===== config.mk =====
export PLATFORM = sky130hd
export DESIGN_NAME = fetch_queue
export DESIGN_NICKNAME = d
export VERILOG_FILES = /design/src/rtl/fetch_queue.sv
export SDC_FILE = /design/constraint.sdc
export NUM_CORES = 1
export LEC_CHECK = 0
export BUFFER_PORTS_ARGS = -buffer_cell sky130_fd_sc_hd__buf_2
export CORE_UTILIZATION = 33
export CTS_CLUSTER_SIZE = 28
export DETAILED_ROUTE_END_ITERATION = 10
export MAX_ROUTING_LAYER = met4
export PLACE_DENSITY_LB_ADDON = 0.25
export SLEW_MARGIN = 25
export SYNTH_ARGS = -nofsm -noshare
export SYNTH_HDL_FRONTEND = slang
export SYNTH_SLANG_ARGS = --single-unit

===== constraint.sdc =====
create_clock -name CLK -period 9.44 [get_ports CLK]
set_input_delay 0.472 -clock CLK [delete_from_list [all_inputs] [get_ports CLK]]
set_output_delay 0.472 -clock CLK [all_outputs]
set_load 0.03 [all_outputs]

===== src/rtl/fetch_queue.sv =====
// Instruction fetch queue: circular FIFO of {PC, PCPlus4, Instr} tuples between fetch and decode.
// Occupancy alone distinguishes full from empty; Flush empties the queue, and rst takes priority over Flush.
module fetch_queue #(
  parameter int D_WIDTH = 32,
  parameter int DEPTH   = 4
) (
  input  logic                     CLK,
  input  logic                     rst,
  input  logic                     Flush,
  input  logic                     InValid,
  output logic                     InReady,
  input  logic [D_WIDTH-1:0]       PCF,
  input  logic [D_WIDTH-1:0]       PCPlus4F,
  input  logic [D_WIDTH-1:0]       InstrF,
  output logic                     OutValid,
  input  logic                     OutReady,
  output logic [D_WIDTH-1:0]       PCD,
  output logic [D_WIDTH-1:0]       PCPlus4D,
  output logic [D_WIDTH-1:0]       InstrD,
  output logic                     StallF,
  output logic [$clog2(DEPTH):0]   Count
);

  localparam int AW = $clog2(DEPTH);
  localparam int CW = AW + 1;
  localparam int EW = 3 * D_WIDTH;
  localparam logic [CW-1:0]      CNT_FULL = CW'(DEPTH);
  localparam logic [D_WIDTH-1:0] NOP      = D_WIDTH'(32'h0000_0013);

  logic [AW-1:0] wr_ptr_q, wr_ptr_d;
  logic [AW-1:0] rd_ptr_q, rd_ptr_d;
  logic [CW-1:0] cnt_q, cnt_d;
  logic [EW-1:0] mem_q [DEPTH];
  logic [EW-1:0] head_s;
  logic          push_s, pop_s;

  always_comb begin
    InReady  = (cnt_q != CNT_FULL);
    OutValid = (cnt_q != {CW{1'b0}});
    StallF   = ~InReady;
    Count    = cnt_q;
    push_s   = InValid & InReady & ~Flush;
    pop_s    = OutValid & OutReady & ~Flush;
    head_s   = mem_q[rd_ptr_q];
    if (OutValid) begin
      PCD      = head_s[EW-1 -: D_WIDTH];
      PCPlus4D = head_s[2*D_WIDTH-1 -: D_WIDTH];
      InstrD   = head_s[D_WIDTH-1:0];
    end else begin
      PCD      = {D_WIDTH{1'b0}};
      PCPlus4D = {D_WIDTH{1'b0}};
      InstrD   = NOP;
    end
  end

  // Flush clears pointers and occupancy; otherwise each pointer advances on its own handshake.
  always_comb begin
    wr_ptr_d = wr_ptr_q;
    rd_ptr_d = rd_ptr_q;
    cnt_d    = cnt_q;
    if (Flush) begin
      wr_ptr_d = {AW{1'b0}};
      rd_ptr_d = {AW{1'b0}};
      cnt_d    = {CW{1'b0}};
    end else begin
      if (push_s) begin
        wr_ptr_d = wr_ptr_q + AW'(1);
      end else begin
        wr_ptr_d = wr_ptr_q;
      end
      if (pop_s) begin
        rd_ptr_d = rd_ptr_q + AW'(1);
      end else begin
        rd_ptr_d = rd_ptr_q;
      end
      case ({push_s, pop_s})
        2'b10:   cnt_d = cnt_q + CW'(1);
        2'b01:   cnt_d = cnt_q - CW'(1);
        default: cnt_d = cnt_q;
      endcase
    end
  end

  always_ff @(posedge CLK) begin
    if (rst) begin
      wr_ptr_q <= {AW{1'b0}};
      rd_ptr_q <= {AW{1'b0}};
      cnt_q    <= {CW{1'b0}};
    end else begin
      wr_ptr_q <= wr_ptr_d;
      rd_ptr_q <= rd_ptr_d;
      cnt_q    <= cnt_d;
    end
  end

  // Storage carries no reset; a write is gated by rst so that reset overrides a push.
  always_ff @(posedge CLK) begin
    if (push_s && !rst) begin
      mem_q[wr_ptr_q] <= {PCF, PCPlus4F, InstrF};
    end else begin
      mem_q[wr_ptr_q] <= mem_q[wr_ptr_q];
    end
  end

endmodule


== After elaboration in Yosys (flattened, before gate mapping) ==
Memory sizes are Yosys's and may differ from the RTL's. A register that Yosys moved wholly into a read port is not among the register bits.
Index checks and enable logic that the tools add are counted.

* Bits in registers: 7
* RAM bits: 384
* Input bits: 101
* Output and inout port bits: 102
* Logic and storage cells: 35
* Memories: 1

{| class="wikitable"
|+ Memory list
! name !! depth !! bits a word !! read ports !! clocked after Yosys merged registers in !! wr ports !! RTL line !! text
|-
| mem_q || 4 || 96 || 1 || 1 || 1 || 33 || <nowiki>logic [EW-1:0] mem_q [DEPTH];</nowiki>
|}

* Add/sub/neg operators: 4
* Equal/unequal tests: 4
* Mux-type cells: 10
* Bitwise operators: 7
* Reductions and logical operators: 6

{| class="wikitable"
|+ Operators by type and width
! kind !! number
|-
| $mux W32 || 3
|-
| $mux W96 || 1
|-
| $pmux W3 S2 || 1
|-
| $add A2 B1 Y2 const B || 2
|-
| $and A1 B1 Y1 || 4
|-
| $mux W2 || 2
|-
| $add A3 B1 Y3 const B || 1
|-
| $mux W1 || 3
|-
| $ne A3 B3 Y1 const B || 1
|-
| $reduce_bool A3 Y1 || 1
|-
| $sub A3 B1 Y3 const B || 1
|-
| $eq A2 B1 Y1 const B || 1
|-
| $eq A2 B2 Y1 const B || 1
|-
| $not A1 Y1 || 2
|-
| $reduce_and A2 Y1 || 1
|-
| $reduce_bool A2 Y1 || 1
|-
| $reduce_or A2 Y1 || 1
|-
| $logic_and A1 B1 Y1 || 1
|-
| $logic_not A1 Y1 || 1
|-
| $ne A0 B0 Y1 || 1
|-
| $or A1 B1 Y1 || 1
|}

== Longest topological paths before layout ==
Gate-level depths: netlist (run 1).

* Depth in word-level cells: 7
* Mapped depth: 8
* Gate-level depth less buffers: 8

== Least setup slack after synthesis (run 1) ==
No wires, ideal clock.

* Kind: flip-flop to flip-flop
* Start: reg cnt_q[0], in the netlist Count[0]
* End: mem mem_q[1][0] in the netlist's numbering, enable pin
* Setup time: 0.688 ns
* Data arrival time: 8.143 ns
* Slack: 0.609 ns
* Stages on the path, launching flop included: 4
* Cells stage by stage: dfxtp_1 > or3b_2 > nand3b_2 > nor3b_1

* Cells in the longest elaborated chain, start to end: 7

{| class="wikitable"
|+ Ends and longest elaborated chain
! element !! RTL line !! text
|-
| start, declared || 32 || <nowiki>logic [CW-1:0] cnt_q, cnt_d;</nowiki>
|-
| start signal, assigned || 88 || <nowiki>cnt_q <= {CW{1'b0}};</nowiki>
|-
| start signal, assigned || 92 || <nowiki>cnt_q <= cnt_d;</nowiki>
|-
| $ne A3 B3 Y1 * || 38 || <nowiki>InReady = (cnt_q != CNT_FULL);</nowiki>
|-
| net InReady || 11 || <nowiki>output logic InReady,</nowiki>
|-
| $and A1 B1 Y1 * (2 in series) || 42 || <nowiki>push_s = InValid & InReady & ~Flush;</nowiki>
|-
| $logic_and A1 B1 Y1 * || 98 || <nowiki>if (push_s && !rst) begin</nowiki>
|-
| $mux W1 (on tied branches) || 98, 101 ||
|-
| $mux W1 (not written as such) / $reduce_and A2 Y1 (equally long branches) || -- ||
|-
| $or A1 B1 Y1 (no source line) * || -- ||
|-
| end, declared || 33 ||
|}

The timed path passes the listed nets; every way through them passes the cells marked *.

== Worst setup path after layout (run 1) ==
* Start: reg cnt_q[1], in the netlist Count[1]
* End: out PCPlus4D[5]

* Cells in the longest elaborated chain, start to end: 2

{| class="wikitable"
|+ Ends and longest elaborated chain
! element !! RTL line !! text
|-
| $reduce_bool A3 Y1 || 39 || <nowiki>OutValid = (cnt_q != {CW{1'b0}});</nowiki>
|-
| $mux W32 || 45 || <nowiki>if (OutValid) begin</nowiki>
|-
| end, declared || 18 || <nowiki>output logic [D_WIDTH-1:0] PCPlus4D,</nowiki>
|}

No other way between the ends.

==> results of run 1 <==
[cells in the final DEF, fill, tap and decap left out, types with 5 or more instances in the layout]
cell       synthesis  layout
edfxtp_1         384     384
ha_1               5       5
clkinv_2           0       7
buf_2             11     202
clkbuf_16          0      45
dfxtp_1            9       7
and2_1            93      93
diode_2            0       5
clkbuf_1          16      14
mux4_2            96      96
clkinv_1           0       9
nor2_1             7       7
buf_4              0      13
nand2_1            5       5
inv_1              7       6
[per-layer routing]
layer	vias up	wire (µm)	GRT usage	share of wire
li1	3161	-	-	-
met1	3750	13600	0.181	0.45
met2	197	14200	0.209	0.47
met3	53	1750	0.0318	0.058
met4	0	591	0.0456	0.020
met5	-	0	-	0
[flip-flops by register name, indices dropped and copies added, names as in the netlist, named ones only]
name,count
mem_q,384
Count,3
wr_ptr_q,2
rd_ptr_q,2
[path summary, 6_finish.rpt]
kind	to	slack, ns	cells after the start	start
setup reg to reg	mem_q[1][95]	6.61	5	Count[0]
setup / recovery	PCPlus4D[5]	5.58	5	Count[1]
hold reg to reg	register	0.48	2	rd_ptr_q[1]
hold / removal	mem_q[3][24]	0.14	1	InstrF[24]
[worst max-delay path: stages (launching register included)]
cell and delay, ns:
dfxtp_1 0.38, nor3_2 0.62, clkinv_2 0.87, buf_4 0.54, and2_1 0.21, buf_2 0.18
[power by group through the flow]
stage | logic (mW) | registers [mW] | clock network [mW]
floorplan | 0.0689 | 1.98 | 0
global placement | 0.132 | 1.97 | 0
detailed placement | 0.134 | 1.97 | 0
CTS | 0.134 | 1.94 | 1.55
global route | 0.143 | 1.94 | 1.61
finish | 0.131 | 1.94 | 1.50
[layout make-up]
type / count / area, µm²
multi-input cells: 231 / 3070
clock inverters: 17 / 78.8
fillers: 4027 / 26600
repair buffers: 215 / 1110
inverters: 7 / 27.5
well taps: 592 / 741
diodes: 5 / 12.5
flip-flops and latches: 393 / 11700
clock buffers: 59 / 1180
[kinds of logic (layout without fill, tap and decap cells)]
| group | count (synthesis) | in the layout | share of synthesized area |
|---|---|---|---|
| buf+inv | 40 | 298 | 0.0145 |
| xor+xnor | 3 | 3 | 0.00175 |
| compound gates | 6 | 6 | 0.00217 |
| flops | 393 | 393 | 0.782 |
| other cells | 0 | 5 | 0 |
| fa+ha+maj | 6 | 6 | 0.00551 |
| simple gates | 118 | 118 | 0.0484 |
| mux | 98 | 98 | 0.146 |
==> flow_metrics.tcl, run 1 <==
set metrics [dict create \
    outcome "completed" \
    synth_edf_count 384 \
    wl_per_cell_um 19.8 \
    first_iter_violations 467 \
    critPathLaunchType "register" \
    nets 997 \
    clk_latency_ns 0.54 \
    drive_gt1_frac 0.407 \
    die_area_mm2 0.0462 \
    synth_ff_type "edfxtp_1" \
    hpwl_um 17000 \
    hold_viol 0 \
    coreArea_mm2 0.0445 \
    avgViaCountPerCell 4.71 \
    gp_congestion 0.712 \
    synth_area_leaders "edfxtp_1, mux4_2, and2_1, dfxtp_1, ha_1" \
    maxSlewHeadroom 0.347 \
    cap_violations 0 \
    fin_ws_ns 5.58 \
    skew_ns 0.00481 \
    intPower_mw 2.85 \
    synth_seq_area_share 0.782 \
    fin_crit_sh 0.409 \
    power.density_mw_per_mm2 199 \
    critical_path_class "reg2out" \
    path_max_fanout 56 \
    cts_sinks 393 \
    chipHeight_um 215 \
    antenna_found_initial 3 \
    rsz0062_at_grt "no" \
    synth_nets 771 \
    worst_ep_arrival_time_ns 3.39 \
    place_inst 1438 \
    combPwrFrac 0.037 \
    post_cts_buffers 0 \
    ant_nets 0 \
    cts_buffers 42 \
    io_buffers 202 \
    cts_max_level 2 \
    synth_seq_cells 393 \
    p_leak_nw 6.05 \
    finalSetupTns_ns 0 \
    post-place-ws_ns 6.35 \
    cts_tree "yes" \
    hold_buffers 0 \
    postSynth.asyncResetShare 0 \
    drv_slew 0 \
    drc_errors 0 \
    endpoint_kind "output pin" \
    switchingPower_mw 0.716 \
    yosysUniqueCellTypes 25 \
    row_count 77 \
    postLayoutCoreUtil 0.403 \
    cts_resized 0 \
    hold_class "in2reg" \
    via_count 7161 \
    swShare 0.201 \
    synth.avg_cell_area_um2 22.6 \
    io_pins 203 \
    initial_core_util 0.336 \
    cts-root-buf "clkbuf_16" \
    min_period_ns 3.86 \
    grtUsageTotal 0.137 \
    totalWireLength_um 30100 \
    cp.required_ns 8.97 \
    finalSetupViolCount 0 \
    clk_path_buf_depth 3 \
    grt.overflow.total 0 \
    synth_commonest_cells "edfxtp_1, mux4_2, and2_1" \
    pwr-share-seq 0.543 \
    synth_top_area_frac 0.770 \
    grt_max_degree 60 \
    final_area_mm2 0.0179 \
    grt_pass1_wl_um 46500 \
    power_mw 3.56 \
    netlist_instances 664 \
    synthMostInstantiatedCell "edfxtp_1" \
    whs_ns 0.141 \
    synth_area_mm2 0.0150 \
    tightest_slew_ns 0.979 \
    clockPowerShare 0.420 \
    ir_drop_v 0.000111 \
    path_clk_slew_ns 0.06 \
    first_pass_iters 5 \
    grt_pass1_vias 7639 \
    dieWidth_um 215 \
    final_cell_count_no_fill 1519 \
    syn2layout_area_growth_pct 19.7 \
    yosys.area.top_type "edfxtp_1" \
    max_freq_mhz 259 \
    yosys_warnings 0 \
    dpl_cell_area_mm2 0.0167 \
]
Power figures use the tool's default switching activity.
==> inputs of run 2 (changes only) <==
==> constraint.sdc (replaced) <==
create_clock -name CLK -period 3.34 [get_ports CLK]
set_input_delay 0.167 -clock CLK [delete_from_list [all_inputs] [get_ports CLK]]
set_output_delay 0.167 -clock CLK [all_outputs]
set_load 0.03 [all_outputs]
==> run 2 against run 1 <==
Compared with the run above:
- via count rose by 4.7%
- clock power rose to 2.9 times the previous value
- cell area rose by 7.3%
- critical endpoint is now InstrD[1]
- hold slack got worse by 0.10 ns
- clock-buffer cell count fell by 2
- cell count rose by 7.1%
- combinational power rose to 3.6 times the previous value
- sequential power rose to 2.8 times the previous value
- sequential share of layout area fell by 4.4 points
- global-route usage rose by 0.21 points
==> flow_metrics.tcl, run 2 (same netlist as run 1, synthesis figures left out) <==
set metrics [dict create \
    p_leak_nw 6.62 \
    via_count 7498 \
    postLayoutCoreUtil 0.432 \
    die_area_mm2 0.0462 \
    cts-root-buf "clkbuf_16" \
    clk_path_buf_depth 3 \
    wl_per_cell_um 19.0 \
    hold_viol 0 \
    cp_top_family "flip-flops" \
    path_max_fanout 24 \
    ant_nets 0 \
    slowest_delay_ns 0.72 \
    ir_drop_v 0.000418 \
    cts_tree "yes" \
    layout_common_cells "edfxtp_1, buf_2, dlygate4sd3_1, mux4_2, and2_1" \
    gp_congestion 0.719 \
    finalSetupViolCount 0 \
    hold_class "in2reg" \
    largest_reg_flops 384 \
    drc_errors 0 \
    critPathLaunchType "register" \
    crit_buf_inv 2 \
    skew_ns 0.0183 \
    fin_crit_sh 0.819 \
    cap_violations 0 \
    outcome "completed" \
    drive_gt1_frac 0.381 \
    first_iter_violations 350 \
    chipHeight_um 215 \
    grtUsageTotal 0.139 \
    dieWidth_um 215 \
    grt_pass1_wl_um 47200 \
    min_period_ns 2.74 \
    nets 1112 \
    io_buffers 202 \
    grt_max_degree 97 \
    coreArea_mm2 0.0445 \
    clk_latency_ns 0.55 \
    io_pins 203 \
    power.density_mw_per_mm2 535 \
    drv_slew 0 \
    regMostFlops "mem_q" \
    cts_max_level 2 \
    first_pass_iters 4 \
    dpl_cell_area_mm2 0.0170 \
    grt_pass1_vias 8095 \
    grt.overflow.total 0 \
    endpoint_kind "output pin" \
    avgViaCountPerCell 4.61 \
    cts_resized 0 \
    tightest_slew_ns 0.802 \
    mostFrequentLayoutCell "edfxtp_1" \
    initial_core_util 0.336 \
    row_count 77 \
    totalWireLength_um 30900 \
    path_clk_slew_ns 0.06 \
    hpwl_um 18000 \
    critical_path_class "reg2out" \
    max_freq_mhz 366 \
    antenna_found_initial 1 \
    maxSlewHeadroom 0.465 \
    cp.required_ns 3.17 \
    cpMaxStageDelayCell "dfxtp_4" \
    worst_ep_arrival_time_ns 2.57 \
    cts_buffers 44 \
    final_area_mm2 0.0192 \
    crit_chain "buf_4, mux4_2, or2_1, buf_2" \
    syn2layout_area_growth_pct 28.5 \
    rsz0062_at_grt "no" \
    cts_sinks 393 \
]
==> run 2: tightest hold or removal path, cell delays in order <==
cell and delay, ns:
buf_2 0.11, nand3b_4 0.16, mux2i_1 0.09
==> run 2: routing by layer <==
layer,track usage,share of wire,vias to the layer above
met2,0.218,0.48,152
met5,-,0,-
met3,0.0352,0.046,48
met1,0.180,0.45,3912
li1,-,-,3386
met4,0.0385,0.020,0
==> run 2: metrics by stage <==
| step | total power [mW] | cells | setup slack [ns] | TNS, ns | hold slack, ns |
|---|---|---|---|---|---|
| global placement | 5.95 | 1451 | 0.887 | 0 | 0.383 |
| finish | 10.3 | 1627 | 0.604 | 0 | 0.0388 |
| floorplan | 5.77 | 664 | -0.462 | -177.36 | 0.266 |
| global route | 10.7 | 1627 | 0.412 | 0 | 0.0328 |
| CTS | 10.4 | 1626 | 0.481 | 0 | 0.00229 |
| detailed placement | 5.96 | 1453 | 1.07 | 0 | 0.384 |
==> run 2: where the power goes <==
part           internal (mW)  leakage [nW]  total [mW]  switching (mW)
clock network           2.53         0.621        4.35            1.82
registers               5.46          3.55        5.47          0.0129
logic                  0.221          2.45       0.477           0.256
==> run 2: timing repair <==
item | in CTS | in global routing
endpoints found under the hold margin | 393 | 0
hold buffers | 98 | 0
setup buffers | 0 | 0
==> run 2: area by class of cell <==
type / count / area (µm²)
multi-input combinational: 231 / 3100
timing repair buffer: 328 / 2360
antenna: 1 / 2.50
fill: 3949 / 25300
clock inverter: 18 / 113
tap: 592 / 741
sequential: 393 / 11700
clock buffer: 57 / 1170
inverter: 7 / 26.3
==> run 2: worst paths after layout <==
check,startpoint,endpoint,slack (ns),cells after the start
min reg2reg,rd_ptr_q[1],register,0.48,2
max,register,InstrD[1],0.60,4
max reg2reg,Count[0],Count[2],1.08,8
min,InValid,wr_ptr_q[0],0.04,3
